File: src/rtl/stage_sequencer_pkg.sv
// Shared stage encodings and types for the TinyCPU stage sequencer.
// The `STAGE_* macros own the encodings; the package re-exports them as typed constants.
`ifndef ARCH_DEFINES_SV
`define ARCH_DEFINES_SV
`define NUM_STAGES        5
`define STAGE_INSTR_FETCH 3'd0
`define STAGE_REG_READ    3'd1
`define STAGE_EXECUTE     3'd2
`define STAGE_MEM         3'd3
`define STAGE_WRITEBACK   3'd4
`endif

package stage_sequencer_pkg;
  localparam int STAGE_W = $clog2(`NUM_STAGES);

  typedef logic [STAGE_W-1:0] stage_t;

  localparam logic [STAGE_W-1:0] ST_FETCH     = `STAGE_INSTR_FETCH;
  localparam logic [STAGE_W-1:0] ST_REG_READ  = `STAGE_REG_READ;
  localparam logic [STAGE_W-1:0] ST_EXECUTE   = `STAGE_EXECUTE;
  localparam logic [STAGE_W-1:0] ST_MEM       = `STAGE_MEM;
  localparam logic [STAGE_W-1:0] ST_WRITEBACK = `STAGE_WRITEBACK;
endpackage

File: src/rtl/stage_sequencer_stall_timer.sv
// Consecutive-stall counter; expired fires on the held cycle that brings the count to TIMEOUT.
// TIMEOUT = 0 disables the check entirely.
module stall_timer #(
  parameter int TIMEOUT = 255
) (
  input  logic clk,
  input  logic rst,
  input  logic clear,
  input  logic enable,
  output logic expired
);
  localparam int W = $clog2(TIMEOUT + 2);

  logic [W-1:0] count;

  // NOTE: flops use non-blocking assignments so every register samples pre-edge values.
  always_ff @(posedge clk or posedge rst) begin
    if (rst) begin
      count <= '0;
    end else if (clear) begin
      count <= '0;
    end else if (enable) begin
      count <= count + W'(1);
    end
  end

  generate
    if (TIMEOUT == 0) begin : g_disabled
      assign expired = 1'b0;
    end else begin : g_enabled
      assign expired = enable && (count == W'(TIMEOUT - 1));
    end
  endgenerate
endmodule

File: src/rtl/stage_sequencer.sv
// Multi-cycle stage FSM of the TinyCPU core: stage walk, retire counter, halt latch, stall timeout.
// Define STAGE_SEQ_SKIP_MEM_EN to let non-memory instructions bypass the MEM stage.
module stage_sequencer
  import stage_sequencer_pkg::*;
#(
  parameter int CNT_WIDTH     = 32,
  parameter int STALL_TIMEOUT = 255
) (
  input  logic                 clk,
  input  logic                 rst,
  input  logic                 imem_ready,
  input  logic                 dmem_ready,
  input  logic                 is_mem_instr,
  input  logic                 halt_req,
  output logic [STAGE_W-1:0]   stage,
  output logic                 stage_advance,
  output logic                 retire,
  output logic [CNT_WIDTH-1:0] instr_count,
  output logic                 halted,
  output logic                 timeout_err
);
  logic         run;
  logic         hold;
  logic         advance;
  logic         wb_done;
  logic         expired;
  stage_t       stage_next;

  assign run = !halted && !timeout_err;

  // NOTE: every always_comb output gets a default first, so no path can infer a latch.
  always_comb begin
    stage_next = stage;
    hold       = 1'b0;
    case (stage)
      ST_FETCH:    if (imem_ready) stage_next = ST_REG_READ; else hold = 1'b1;
      ST_REG_READ: stage_next = ST_EXECUTE;
      ST_EXECUTE: begin
`ifdef STAGE_SEQ_SKIP_MEM_EN
        stage_next = is_mem_instr ? ST_MEM : ST_WRITEBACK;
`else
        stage_next = ST_MEM;
`endif
      end
      ST_MEM:      if (dmem_ready || !is_mem_instr) stage_next = ST_WRITEBACK; else hold = 1'b1;
      // A halting instruction retires but parks the core in WRITEBACK.
      ST_WRITEBACK: if (!halt_req) stage_next = ST_FETCH;
      default:     stage_next = ST_FETCH;
    endcase
    if (!run) begin
      stage_next = stage;
      hold       = 1'b0;
    end
  end

  assign advance       = run && (stage_next != stage);
  assign wb_done       = run && (stage == ST_WRITEBACK);
  assign stage_advance = advance && !rst;
  assign retire        = wb_done && !rst;

  stall_timer #(
    .TIMEOUT (STALL_TIMEOUT)
  ) u_stall_timer (
    .clk     (clk),
    .rst     (rst),
    .clear   (advance),
    .enable  (hold),
    .expired (expired)
  );

  always_ff @(posedge clk or posedge rst) begin
    if (rst) begin
      stage       <= ST_FETCH;
      instr_count <= '0;
      halted      <= 1'b0;
      timeout_err <= 1'b0;
    end else begin
      stage <= stage_next;
      if (expired) timeout_err <= 1'b1;
      if (wb_done) begin
        instr_count <= instr_count + CNT_WIDTH'(1);
        if (halt_req) halted <= 1'b1;
      end
    end
  end
endmodule

File: config.mk
export PLATFORM = sky130hd
export DESIGN_NAME = stage_sequencer
export DESIGN_NICKNAME = d
export VERILOG_FILES = /design/src/rtl/stage_sequencer_pkg.sv /design/src/rtl/stage_sequencer_stall_timer.sv /design/src/rtl/stage_sequencer.sv
export SDC_FILE = /design/constraint.sdc
export NUM_CORES = 1
export LEC_CHECK = 0
export CAP_MARGIN = 25
export CORE_MARGIN = 8
export CORE_UTILIZATION = 24
export CTS_BUF_LIST = sky130_fd_sc_hd__clkbuf_16
export DETAILED_ROUTE_END_ITERATION = 7
export PLACE_DENSITY = 0.49
export SLEW_MARGIN = 30
export SYNTH_ARGS = -nofsm -noshare
export SYNTH_HDL_FRONTEND = slang
export SYNTH_SLANG_ARGS = --single-unit
File: constraint.sdc
create_clock -name clk -period 5.4 [get_ports clk]
set_input_delay 1.08 -clock clk [delete_from_list [all_inputs] [get_ports clk]]
set_output_delay 1.08 -clock clk [all_outputs]
set_load 0.01 [all_outputs]
==> reports/summary.txt <==
ANT nets after route -> 0
Number of synthesized flops with an enable pin -> 0
Area after DPL -> 0.00291 mm²
N_diodes -> 0
Yosys warning total -> 0
Adder-Cell Fraction of Synth Area -> 0.0162
Post-synthesis sequential area ratio -> 0.497
Final Wtd Congestion -> 0.788
P&R area growth vs syn -> 31.8%
Nets@finish -> 280
Via count -> 1774
Top-count cell post-synth -> dfrtp_1
Crit path launch -> imem_ready
Mux share of post-synthesis cell area -> 0.00486
WS Path Type -> in2out
Hold WC Path Type -> reg2reg
Distinct cells, synth -> 45
Remaining DRCs -> 0
Cells along the critical path -> clkdlybuf4s50_1 -> o21bai_1 -> a22o_1 -> a21boi_1 -> buf_4 -> and2_1 -> clkdlybuf4s50_1
Worst Setup End Kind -> output pin
Setup TNS Final -> 0 ps
RSZ-0062 raised after global routing -> false
Final Critical Period -> 3950 ps
Pwr Density -> 305 mW/mm²
Clock skew -> 5.58 ps
Root buffer cell -> clkbuf_16
Pleak -> 0.00127 µW
CTS tree -> yes
Max cap viols -> 0
Ys async rst share -> 1.00
Tot Pwr -> 930 µW
Top FF cell, synth -> dfrtp_1
Worst-Margin Slew -> 602 ps
FF/Latch Area -> 0.00115 mm²
Synth Instances -> 223
Hold_sp -> instr_count[31]
Worst reg2reg startpoint -> stage[0]
Slowest stage delay, CP -> 530 ps
Mapped Nets -> 232
Slew headroom -> 0.598
Synth top area cells -> dfrtp_1, xnor2_1, xor2_1, nand2_1, nand3_1
Synth Area in Simple Gates -> 0.249
Die Y -> 114 µm
Largest family of logic cells by synthesized area -> simple AND/OR/NAND/NOR gates
DIE AREA -> 0.0131 mm²
# H-tree levels -> 2
First-pass GRT wire length -> 9.12 mm
Final instance area -> 0.00305 mm²
FF+latch count, synth -> 46
Detailed Place HPWL -> 3.89 mm
Initial core utilization -> 0.242
Hold Vio Cnt, Final -> 0
Clock buffer count from CTS -> 5
Crit path top cell by count -> clkdlybuf4s50_1
Final setup fails -> 0
Top cells by instance count after synthesis -> dfrtp_1, nand2_1, xnor2_1, xor2_1, nor2_1
Clock tree buffer depth -> 2
CTS Sinks -> 46
WP data arrival -> 2870 ps
Area taken by multi-input logic gates -> 0.00110 mm²
Placeable Area -> 0.00959 mm²
Worst skew pair latency -> 280 ps
Required time worst endpoint -> 4320 ps
Final core occ -> 0.318
Detailed Route WL -> 5.34 mm
DR vias/cell -> 4.38
Row count -> 36
Worst-path clk slew -> 60 ps
Post-CTS sizing -> 0
FILL cells -> 986
Vias in the first global route -> 1784
Io pins -> 45
Mapped Area -> 0.00232 mm²
Largest area contributor in the netlist -> dfrtp_1
Input/output buffers -> 44
Syn Area/Cell -> 10.4 µm²
DR WL/cell -> 13.2 µm
Drt pass-1 iters -> 4
Yosys top cell area share -> 0.497
Share of cells above drive strength 1 -> 0.0809
Status -> finished clean
Initial antenna violation count -> 0
WP buf/inv -> 3
Chip width -> 114 µm
Type of origin of the critical path -> input port
Hold_buf cts -> 0
Synth Area in Compound Gates -> 0.0675
Crit-path max FO -> 10
Worst path top cell family by delay -> buffers and inverters
Post-CTS Setup Inserts -> 0
Peak supply drop -> 176 µV
Tot GR Track Use -> 0.0855
Largest net degree at the start of global routing -> 47
Achievable frequency -> 253 MHz
Post-synthesis xor/xnor area fraction -> 0.136
Initial DRC count -> 41
Overflow after GRT -> 0
Slew Viols, Final -> 0
Worst hold slack -> 466 ps
Max stage delay cell, worst path -> clkdlybuf4s50_1
Period utilization -> 0.731
[path summary, 6_finish.rpt]
check	end	slack, ps	cells past startpoint
setup / recovery	stage_advance	1450	7
hold / removal	instr_count[31]	470	1
setup reg to reg	instr_count[27]	3240	4
hold reg to reg	instr_count[31]	470	1
max in group asynchronous	instr_count[21]	3640	3
min in group asynchronous	u_stall_timer.count[5]	1350	3
[cell usage in the layout, fill, tap and decap left out, types with 2 or more instances in the layout]
cell type        synthesis  layout
clkdlybuf4s50_1          0      44
nor3_2                   5       5
dfrtp_1                 46      46
nor4_1                   3       3
nand4_1                  7       7
nor3_1                  10      10
o21ai_0                  4       4
a211oi_1                 3       3
xor2_1                  18      18
o21bai_1                 2       2
and3_1                   2       2
clkbuf_16                0       5
a2111oi_0                2       2
and4_1                   5       5
nor2_1                  15      15
nor3b_1                  3       3
ha_1                     3       3
inv_1                    9       8
nand2_1                 19      19
nand3_1                 12      12
or3_1                    3       3
xnor2_1                 18      18
or2_2                    2       2
a21oi_1                  6       6
buf_4                    0       3
[logic make-up after synthesis]
group | count (synthesis)
AND/OR/NAND/NOR | 98
flip-flops | 46
XOR/XNOR | 36
AO/OA/AOI/OAI | 24
buffers and inverters | 15
adder cells (fa/ha/maj) | 3
multiplexers | 1
[routing by layer]
layer  wire length, µm  global-route usage  up-vias  part of all wire
met2              2420               0.135       36              0.45
met4                29              0.0240        0            0.0054
li1                  -                   -      877                 -
met3               336              0.0290        2             0.063
met5                 0                   0        -                 0
met1              2560               0.108      859              0.48
[state kept, by name, indices dropped and copies added (netlist names)]
signal / flops
instr_count: 32
u_stall_timer.count: 9
stage: 3
halted: 1
timeout_err: 1
[where the power goes]
part           internal [µW]  switching [µW]
clock network            169             125
logic                    106             101
registers                373            56.1
total                    648             282
[final cells by class]
class                   instances  area share
flip-flops and latches         46       0.377
multi-input cells             162       0.360
repair buffers                 47       0.152
well taps                     133      0.0545
clock buffers                   5      0.0410
inverters                       9      0.0111
clock inverters                 3     0.00533
[worst reg2reg max path: cells and delay by family (launching register included)]
kind,cells,cell delay [ps]
DFF,1,510
and+or+nand+nor,3,1430
xor gates and xnor gates,1,160
[stage by stage]
stage	setup WS (ps)	cells
global route	1380	405
global placement	1480	397
floorplan	1970	223
finish	1450	405
CTS	1450	405
detailed placement	1460	397
(Power assumes the default switching activity.)
